--- config.mk ---
export PLATFORM = sky130hd
export DESIGN_NAME = codec_sample_rx
export DESIGN_NICKNAME = d
export VERILOG_FILES = /design/src/rtl/codec_pkg.sv /design/src/rtl/sync_edge.sv /design/src/rtl/codec_sample_rx.sv
export SDC_FILE = /design/constraint.sdc
export NUM_CORES = 1
export LEC_CHECK = 0
export CAP_MARGIN = 40
export CORE_MARGIN = 8
export CORE_UTILIZATION = 50
export CTS_CLUSTER_SIZE = 8
export DETAILED_ROUTE_END_ITERATION = 10
export DONT_BUFFER_PORTS = 1
export PLACE_DENSITY_LB_ADDON = 0.25
export SYNTH_ARGS = -nofsm -noshare
export SYNTH_HDL_FRONTEND = slang
export SYNTH_SLANG_ARGS = --single-unit
--- constraint.sdc ---
create_clock -name clk -period 2.37 [get_ports clk]
set_input_delay 0.5925 -clock clk [delete_from_list [all_inputs] [get_ports clk]]
set_output_delay 0.5925 -clock clk [all_outputs]
set_load 0.02 [all_outputs]
--- src/rtl/codec_pkg.sv ---
// codec_pkg: shared constants and the receiver state type for the codec
// sample path.
package codec_pkg;

   // Default delivered sample width.
   localparam int DATA_W_DEF = 16;

   // Width of the optional discarded-word counter.
   localparam int ERR_CNT_W = 8;

   // Receiver word-framing states.
   typedef enum logic [1:0] {
      IDLE,
      ALIGN,
      SHIFT,
      WAIT_LR
   } rx_state_t;

endpackage

--- src/rtl/sync_edge.sv ---
// sync_edge: multi-flop synchroniser for one asynchronous line, plus
// single-cycle rise/fall pulses taken from the last stage and its delayed copy.
module sync_edge #(
   parameter int SYNC_STAGES = 2
) (
   input  logic clk,
   input  logic rst_n,
   input  logic din,
   output logic dout,
   output logic rise,
   output logic fall
);

   logic [SYNC_STAGES-1:0] sync_q;
   logic                   dly_q;

   // Synchroniser chain and one-cycle delayed copy of its output.
   // NOTE: every flop, including the synchroniser chain, is cleared by the
   // asynchronous reset so edge detection starts from a known level.
   always_ff @(posedge clk or negedge rst_n) begin
      if (!rst_n) begin
         sync_q <= '0;
         dly_q  <= 1'b0;
      end else begin
         // NOTE: non-blocking assignments keep each stage sampling the
         // previous stage's old value, forming a real shift chain.
         sync_q <= {sync_q[SYNC_STAGES-2:0], din};
         dly_q  <= sync_q[SYNC_STAGES-1];
      end
   end

   assign dout = sync_q[SYNC_STAGES-1];
   assign rise = dout & ~dly_q;
   assign fall = ~dout & dly_q;

endmodule

--- src/rtl/codec_sample_rx.sv ---
// codec_sample_rx: I2S stereo receiver. Oversamples BCLK/LRCLK/SDATA on clk,
// assembles MSB-first words into 16-bit left/right samples and emits a
// VALID strobe of VALID_WIDTH cycles per complete left/right frame.
// Optional build macro CODEC_RX_ERR_CNT_EN adds the saturating err_cnt port.
module codec_sample_rx
   import codec_pkg::*;
#(
   parameter int DATA_W      = DATA_W_DEF,
   parameter int VALID_WIDTH = 4,
   parameter int SYNC_STAGES = 2
) (
   input  logic              clk,
   input  logic              rst_n,
   input  logic              BCLK,
   input  logic              LRCLK,
   input  logic              SDATA,
   output logic              VALID,
   output logic [DATA_W-1:0] left_in,
   output logic [DATA_W-1:0] right_in,
   output logic              frame_err
`ifdef CODEC_RX_ERR_CNT_EN
  ,output logic [ERR_CNT_W-1:0] err_cnt
`endif
);

   localparam int CNT_W  = $clog2(DATA_W + 1);
   localparam int VCNT_W = 4;

   // Synchronised lines and edge pulses.
   logic bclk_lvl, bclk_rise, bclk_fall;
   logic lr_lvl, lr_rise, lr_fall, lr_edge;
   logic sdata_s, sd_rise, sd_fall;
   logic unused_sync;

   // Framing state and datapath.
   rx_state_t          state_q, state_d;
   logic               shift_en, cnt_clr, store_word, discard;
   logic [CNT_W-1:0]   bit_cnt;
   logic [DATA_W-1:0]  shreg, l_hold, r_hold;
   logic               left_ok, out_load;
   logic [VCNT_W-1:0]  vcnt;

   sync_edge #(.SYNC_STAGES(SYNC_STAGES)) u_bclk_sync (
      .clk  (clk),
      .rst_n(rst_n),
      .din  (BCLK),
      .dout (bclk_lvl),
      .rise (bclk_rise),
      .fall (bclk_fall)
   );

   sync_edge #(.SYNC_STAGES(SYNC_STAGES)) u_lrclk_sync (
      .clk  (clk),
      .rst_n(rst_n),
      .din  (LRCLK),
      .dout (lr_lvl),
      .rise (lr_rise),
      .fall (lr_fall)
   );

   // SDATA only needs the synchronised level; its pulses go unused.
   sync_edge #(.SYNC_STAGES(SYNC_STAGES)) u_sdata_sync (
      .clk  (clk),
      .rst_n(rst_n),
      .din  (SDATA),
      .dout (sdata_s),
      .rise (sd_rise),
      .fall (sd_fall)
   );

   assign unused_sync = ^{bclk_lvl, bclk_fall, sd_rise, sd_fall};
   assign lr_edge     = lr_rise | lr_fall;

   // Framing state register.
   always_ff @(posedge clk or negedge rst_n) begin
      if (!rst_n) state_q <= IDLE;
      else        state_q <= state_d;
   end

   // Next-state and per-cycle control. An lr_edge always wins over a
   // coincident bclk_rise; that rise is then consumed as the I2S skip bit,
   // so the FSM lands directly in SHIFT.
   always_comb begin
      // NOTE: every output of this block gets a default first so no path
      // leaves a value unassigned and no latch is inferred.
      state_d    = state_q;
      shift_en   = 1'b0;
      cnt_clr    = 1'b0;
      store_word = 1'b0;
      discard    = 1'b0;
      case (state_q)
         IDLE: begin
            if (lr_fall) begin
               cnt_clr = 1'b1;
               state_d = bclk_rise ? SHIFT : ALIGN;
            end
         end
         ALIGN: begin
            if (lr_edge) begin
               // A word boundary before any data bit is an empty word.
               discard = 1'b1;
               cnt_clr = 1'b1;
               state_d = bclk_rise ? SHIFT : ALIGN;
            end else if (bclk_rise) begin
               cnt_clr = 1'b1;
               state_d = SHIFT;
            end
         end
         SHIFT: begin
            if (lr_edge) begin
               discard = 1'b1;
               cnt_clr = 1'b1;
               state_d = bclk_rise ? SHIFT : ALIGN;
            end else if (bclk_rise) begin
               shift_en = 1'b1;
               if (bit_cnt == CNT_W'(DATA_W - 1)) state_d = WAIT_LR;
            end
         end
         WAIT_LR: begin
            if (lr_edge) begin
               store_word = 1'b1;
               cnt_clr    = 1'b1;
               state_d    = bclk_rise ? SHIFT : ALIGN;
            end
         end
      endcase
   end

   // Word assembly, left/right hold registers and frame bookkeeping.
   // On a stored word the new LRCLK level is the opposite of the finished
   // word's: a rising edge closes a left word, a falling edge a right word.
   always_ff @(posedge clk or negedge rst_n) begin
      if (!rst_n) begin
         bit_cnt   <= '0;
         shreg     <= '0;
         l_hold    <= '0;
         r_hold    <= '0;
         left_ok   <= 1'b0;
         out_load  <= 1'b0;
         frame_err <= 1'b0;
      end else begin
         if (cnt_clr)       bit_cnt <= '0;
         else if (shift_en) bit_cnt <= bit_cnt + 1'b1;

         if (shift_en) shreg <= {shreg[DATA_W-2:0], sdata_s};

         if (store_word &&  lr_lvl) l_hold <= shreg;
         if (store_word && !lr_lvl) r_hold <= shreg;

         // A frame is publishable only if its left word arrived intact.
         if (discard)         left_ok <= 1'b0;
         else if (store_word) left_ok <= lr_lvl;

         out_load  <= store_word & ~lr_lvl & left_ok;
         frame_err <= discard;
      end
   end

   // Output samples and VALID pulse stretcher; a new frame restarts it.
   always_ff @(posedge clk or negedge rst_n) begin
      if (!rst_n) begin
         VALID    <= 1'b0;
         vcnt     <= '0;
         left_in  <= '0;
         right_in <= '0;
      end else if (out_load) begin
         VALID    <= 1'b1;
         vcnt     <= VCNT_W'(VALID_WIDTH - 1);
         left_in  <= l_hold;
         right_in <= r_hold;
      end else if (VALID) begin
         if (vcnt == '0) VALID <= 1'b0;
         else            vcnt  <= vcnt - 1'b1;
      end
   end

`ifdef CODEC_RX_ERR_CNT_EN
   // Saturating count of discarded words, steps with each frame_err pulse.
   always_ff @(posedge clk or negedge rst_n) begin
      if (!rst_n)                       err_cnt <= '0;
      else if (discard && err_cnt != '1) err_cnt <= err_cnt + 1'b1;
   end
`else
   // Without the counter, frame_err is the only discard indication.
`endif

endmodule

== After elaboration in Yosys (flattened, before gate mapping) ==
Cells that the tools add are included.

* Add/subtract/negate cells: 2
* Equality and inequality tests: 10
* Muxes and demuxes: 28
* Bitwise gates (word level): 9
* Reduce and logical (&&, ||, !) cells: 12

{| class="wikitable"
|+ Operators by type and width
! kind !! number
|-
| $mux 2 || 8
|-
| $mux 1 || 13
|-
| $mux 4 || 3
|-
| $mux 5 || 2
|-
| $ne 3x3->1 const B || 3
|-
| $pmux 2 s4 || 1
|-
| $ne 2x2->1 const B || 3
|-
| $reduce_bool 2->1 || 3
|-
| $add 5x1->5 const B || 1
|-
| $and 1x1->1 || 5
|-
| $eq 5x4->1 const B || 1
|-
| $reduce_and 5->1 || 1
|-
| $eq 2x2->1 const B || 2
|-
| $logic_not 4->1 || 1
|-
| $reduce_or 2->1 || 2
|-
| $sub 4x1->4 const B || 1
|-
| $not 1->1 || 3
|-
| $pmux 1 s3 || 1
|-
| $eq 2x1->1 const B || 1
|-
| $logic_and 1x1->1 || 2
|-
| $logic_not 2->1 || 1
|-
| $reduce_and 2->1 || 1
|-
| $logic_not 1->1 || 1
|-
| $or 1x1->1 || 1
|}

* Register bits: 103
* Bits of input ports: 5
* Output and inout bits: 34
* Logic and storage cells: 78

== Depth between registers and ports, before layout ==
* Depth in word-level cells: 7
* Mapped depth: 7
* Gate-level depth less buffers: 7

== Cells and area by module ==
A second synthesis with hierarchy kept.

* Cells, all modules: 266
* Area, all modules: 4,083.9 um^2

{| class="wikitable"
|+ By module, submodules not included
! module !! instances !! cells an instance !! area an instance (um^2) !! sequential area each (um^2)
|-
| codec_sample_rx || 1 || 251 || 3,813.7 || 2,377.3
|-
| sync_edge || 3 || 5 || 90.1 || 75.1
|}

== Worst setup path before layout ==
No wires, ideal clock.

* Path type: register to register
* From: register u_lrclk_sync.sync_q[1]
* To: register r_hold[10]
* Arrival time: 1,564 ps
* Required time: 2,245 ps
* Slack: 681 ps
* Cell stages (with the launch flop): 8
* Buffers on the path: 2
* Cells stage by stage: dfrtp_1 inv_1 ha_1 inv_2 and3_1 buf_6 buf_12 mux2_4

* Word-level cells in the longest chain between the ends: 6

{| class="wikitable"
|+ Ends and longest elaborated chain
! item !! RTL line !! text
|-
| start: declaration || sync_edge.sv:14 || <nowiki>logic [SYNC_STAGES-1:0] sync_q;</nowiki>
|-
| start signal: assignment || sync_edge.sv:27 || <nowiki>sync_q <= {sync_q[SYNC_STAGES-2:0], din};</nowiki>
|-
| $not 1->1 || sync_edge.sv:34 || <nowiki>assign fall = ~dout & dly_q;</nowiki>
|-
| $and 1x1->1 || sync_edge.sv:34 ||
|-
| $or 1x1->1 || codec_sample_rx.sv:72 || <nowiki>assign lr_edge = lr_rise | lr_fall;</nowiki>
|-
| $mux 1 || codec_sample_rx.sv:120 || <nowiki>if (lr_edge) begin</nowiki>
|-
| $mux 1 || codec_sample_rx.sv:91 || <nowiki>case (state_q)</nowiki>
|-
| $logic_and 1x1->1 * || codec_sample_rx.sv:148 || <nowiki>if (store_word && !lr_lvl) r_hold <= shreg;</nowiki>
|-
| end signal: assignment || codec_sample_rx.sv:148 ||
|-
| end: declaration || codec_sample_rx.sv:39 || <nowiki>logic [DATA_W-1:0] shreg, l_hold, r_hold;</nowiki>
|}

Every way passes the cells marked *; elsewhere a longest branch is shown, timed or not.
A chain may end at the register's enable or synchronous reset.

== Worst setup path after layout ==
* From: register u_lrclk_sync.sync_q[1]
* To: register l_hold[7]

* Word-level cells in the longest chain between the ends: 6

{| class="wikitable"
|+ Ends and longest elaborated chain
! item !! RTL line !! text
|-
| $not 1->1 || sync_edge.sv:34 ||
|-
| $and 1x1->1 || sync_edge.sv:34 ||
|-
| $or 1x1->1 || codec_sample_rx.sv:72 ||
|-
| $mux 1 || codec_sample_rx.sv:120 ||
|-
| $mux 1 || codec_sample_rx.sv:91 ||
|-
| $logic_and 1x1->1 * || codec_sample_rx.sv:147 || <nowiki>if (store_word && lr_lvl) l_hold <= shreg;</nowiki>
|-
| end signal: assignment || codec_sample_rx.sv:147 ||
|-
| end: declaration || codec_sample_rx.sv:39 ||
|}

Marks and branches as above.

==> metrics.yaml <==
synth_fa_ha_area_share_pct: 3.06
post-route-drc-count: 0
start_util_pct: 50.8
vias: 2019
yosys_register_bits: 103
whs_ns: -0.0776
wire_per_inst_um: 16.4
synth.area.mux_share_pct: 23.6
antenna_found_initial: 0
failed_checks: "negative hold slack"
syn_avg_cell_area_um2: 15.4
slew_headroom_pct: 66.1
numCtsBuffers: 9
area_growth_pct: 6.67
synth-simple-area-share_pct: 4.44
clk_pin_slew_ns: 0.09
crit_path_max_fanout: 17
startpoint: "u_lrclk_sync.sync_q[1]"
routed_via_density: 5.27
rows: 33
die_h_um: 106
power_leakage_nw: 2.23
synth.yosys.warnings: 0
final_cell_mix: "103 x dfrtp_1, 72 x mux2_2, 13 x nor2_1"
clk_latency_ns: 0.36
worstReg2RegStart: "u_lrclk_sync.sync_q[1]"
finalHoldViolCount: 103
insertedDiodeCount: 0
cp-endpoint: "l_hold[7]"
antenna_left: 0
grt_max_degree: 104
synthXorXnorAreaFrac_pct: 1.29
end_kind: "flip-flop"
maxCapViolCount: 0
synth-seq-area-share_pct: 63.1
hpwl_mm: 4.03
cts_buffer_depth: 2
core_um2: 8050
first_iter_violations: 129
power_density_nw_per_um2: 802
final_nets: 289
synthCells: 266
synth_edf_count: 0
drive_gt1_share_pct: 38.5
setup_viol: 0
grt_usage_pct: 12.0
period_needed_ns: 1.94
cts_setup_buffers: 0
final.setup.tns_ns: 0
clock-sinks: 103
post_cts_resized: 0
gp_congestion: 0.816
htree_levels: 3
rsz0062_at_grt: "false"
portBuffers: 0
synth_cell_types: 33
grt_pass1_wl_mm: 10.7
fin_worst_skew_ns: 0.0108
synthesis.nets: 281
final_cell_area_um2: 4360
cts_root_buf: "clkbuf_8"
ioPinCount: 39
tightest_slew_ns: 0.508
grt_pass1_vias: 2078
synth_top_family_by_area: "multiplexers"
ir_drop_mv: 0.455
r2r-end: "l_hold[7]"
placed_cell_area_um2: 4200
fp.dieArea_um2: 11300
finalCritPeriodShare_pct: 81.8
overflow: 0
slew_violations: 0
required_ns: 2.61
cts_tree: "yes"
synth-compound-area-share_pct: 1.87
die_x_um: 106
netlist_area_um2: 4090
timing.fmax_ghz: 0.516
crit_type: "reg2reg"
r2r_slack_ns: 0.43
dr.pass1.iters: 4
hold_path_class: "in2async"
r2r_cells: 5
outcome: "complete, but fails checks"
ys.flop_type: "dfrtp_1"
mostFrequentLayoutCell: "dfrtp_1"
async_flop_share_pct: 100
drt-total-wl_mm: 6.30
start_kind: "flip-flop"
cp.arrival_ns: 2.18
power_mw: 3.49
-- synthesized netlist by cell type, drive strengths merged, types with 2 or more instances --
cell | number | share of area (%)
nand2b | 4 | 0.80
nor3 | 2 | 0.24
buf | 9 | 1.6
mux2i | 2 | 0.49
xor2 | 3 | 0.64
nand2 | 3 | 0.28
a21oi | 3 | 0.37
and3 | 2 | 0.31
a22o | 2 | 0.43
dfrtp | 103 | 63
xnor2 | 3 | 0.64
nor2 | 13 | 1.2
inv | 11 | 1.0
ha | 10 | 3.1
nand3 | 4 | 0.61
mux2 | 81 | 23
-- report_power, final --
group | internal (mW) | switching (mW)
Combinational | 0.272 | 0.285
Sequential | 1.89 | 0.109
Clock | 0.378 | 0.562
Total | 2.54 | 0.956
-- cell type report --
class,instances,area [µm²]
tap,105,131
fill,655,3690
sequential,103,2580
clock inverter,5,35.0
clock buffer,10,128
multi-input combinational,143,1400
inverter,11,41.3
timing repair buffer,6,45.0
-- cells by family after synthesis --
family / Yosys count
buffers and inverters: 20
XOR/XNOR: 6
multiplexers: 83
adder cells (fa/ha/maj): 10
flip-flops: 103
AND/OR/NAND/NOR: 33
AO/OA/AOI/OAI: 11
-- how the worst min path moves through the flow --
stage                from                     end  slack [ns]  cells past startpoint
finish              rst_n  u_sdata_sync.sync_q[0]       -0.08                      0
global route        rst_n                 vcnt[2]       -0.11                      0
CTS                 rst_n               shreg[12]       -0.11                      0
detailed placement  rst_n  u_sdata_sync.sync_q[0]        0.30                      0
global placement    rst_n  u_sdata_sync.sync_q[0]        0.30                      0
floorplan           rst_n                   VALID        0.30                      0
-- sequential cells by signal (all words and copies together) (netlist names), 2 cells and up --
signal	count
r_hold	16
u_sdata_sync.sync_q	2
state_q	2
left_in	16
vcnt	4
shreg	16
l_hold	16
u_lrclk_sync.sync_q	2
right_in	16
bit_cnt	5
u_bclk_sync.sync_q	2
-- worst max-delay path: stages, from the launching register on --
cell and delay [ns]:
dfrtp_1 0.38, inv_1 0.06, ha_1 0.40, inv_2 0.12, nand3_2 0.41, mux2_2 0.44
-- routing by layer --
layer / share of wire [%] / routed length (µm) / global-route usage [%]
met5: 0 / 0 / 0
met4: 1.3 / 82 / 4.22
met3: 5.7 / 360 / 4.66
met2: 46 / 2890 / 17.8
met1: 47 / 2960 / 15.7
-- through the flow --
stage                     utilization, %  setup WS, ns  instances
after floorplan                        -         0.681        266
after global placement              52.1         0.484        368
after detailed placement            52.1         0.424        368
after CTS                           54.1         0.412        383
after global routing                54.1         0.297        383
final                               54.1         0.432        383
Power figures use the tool's default switching activity.
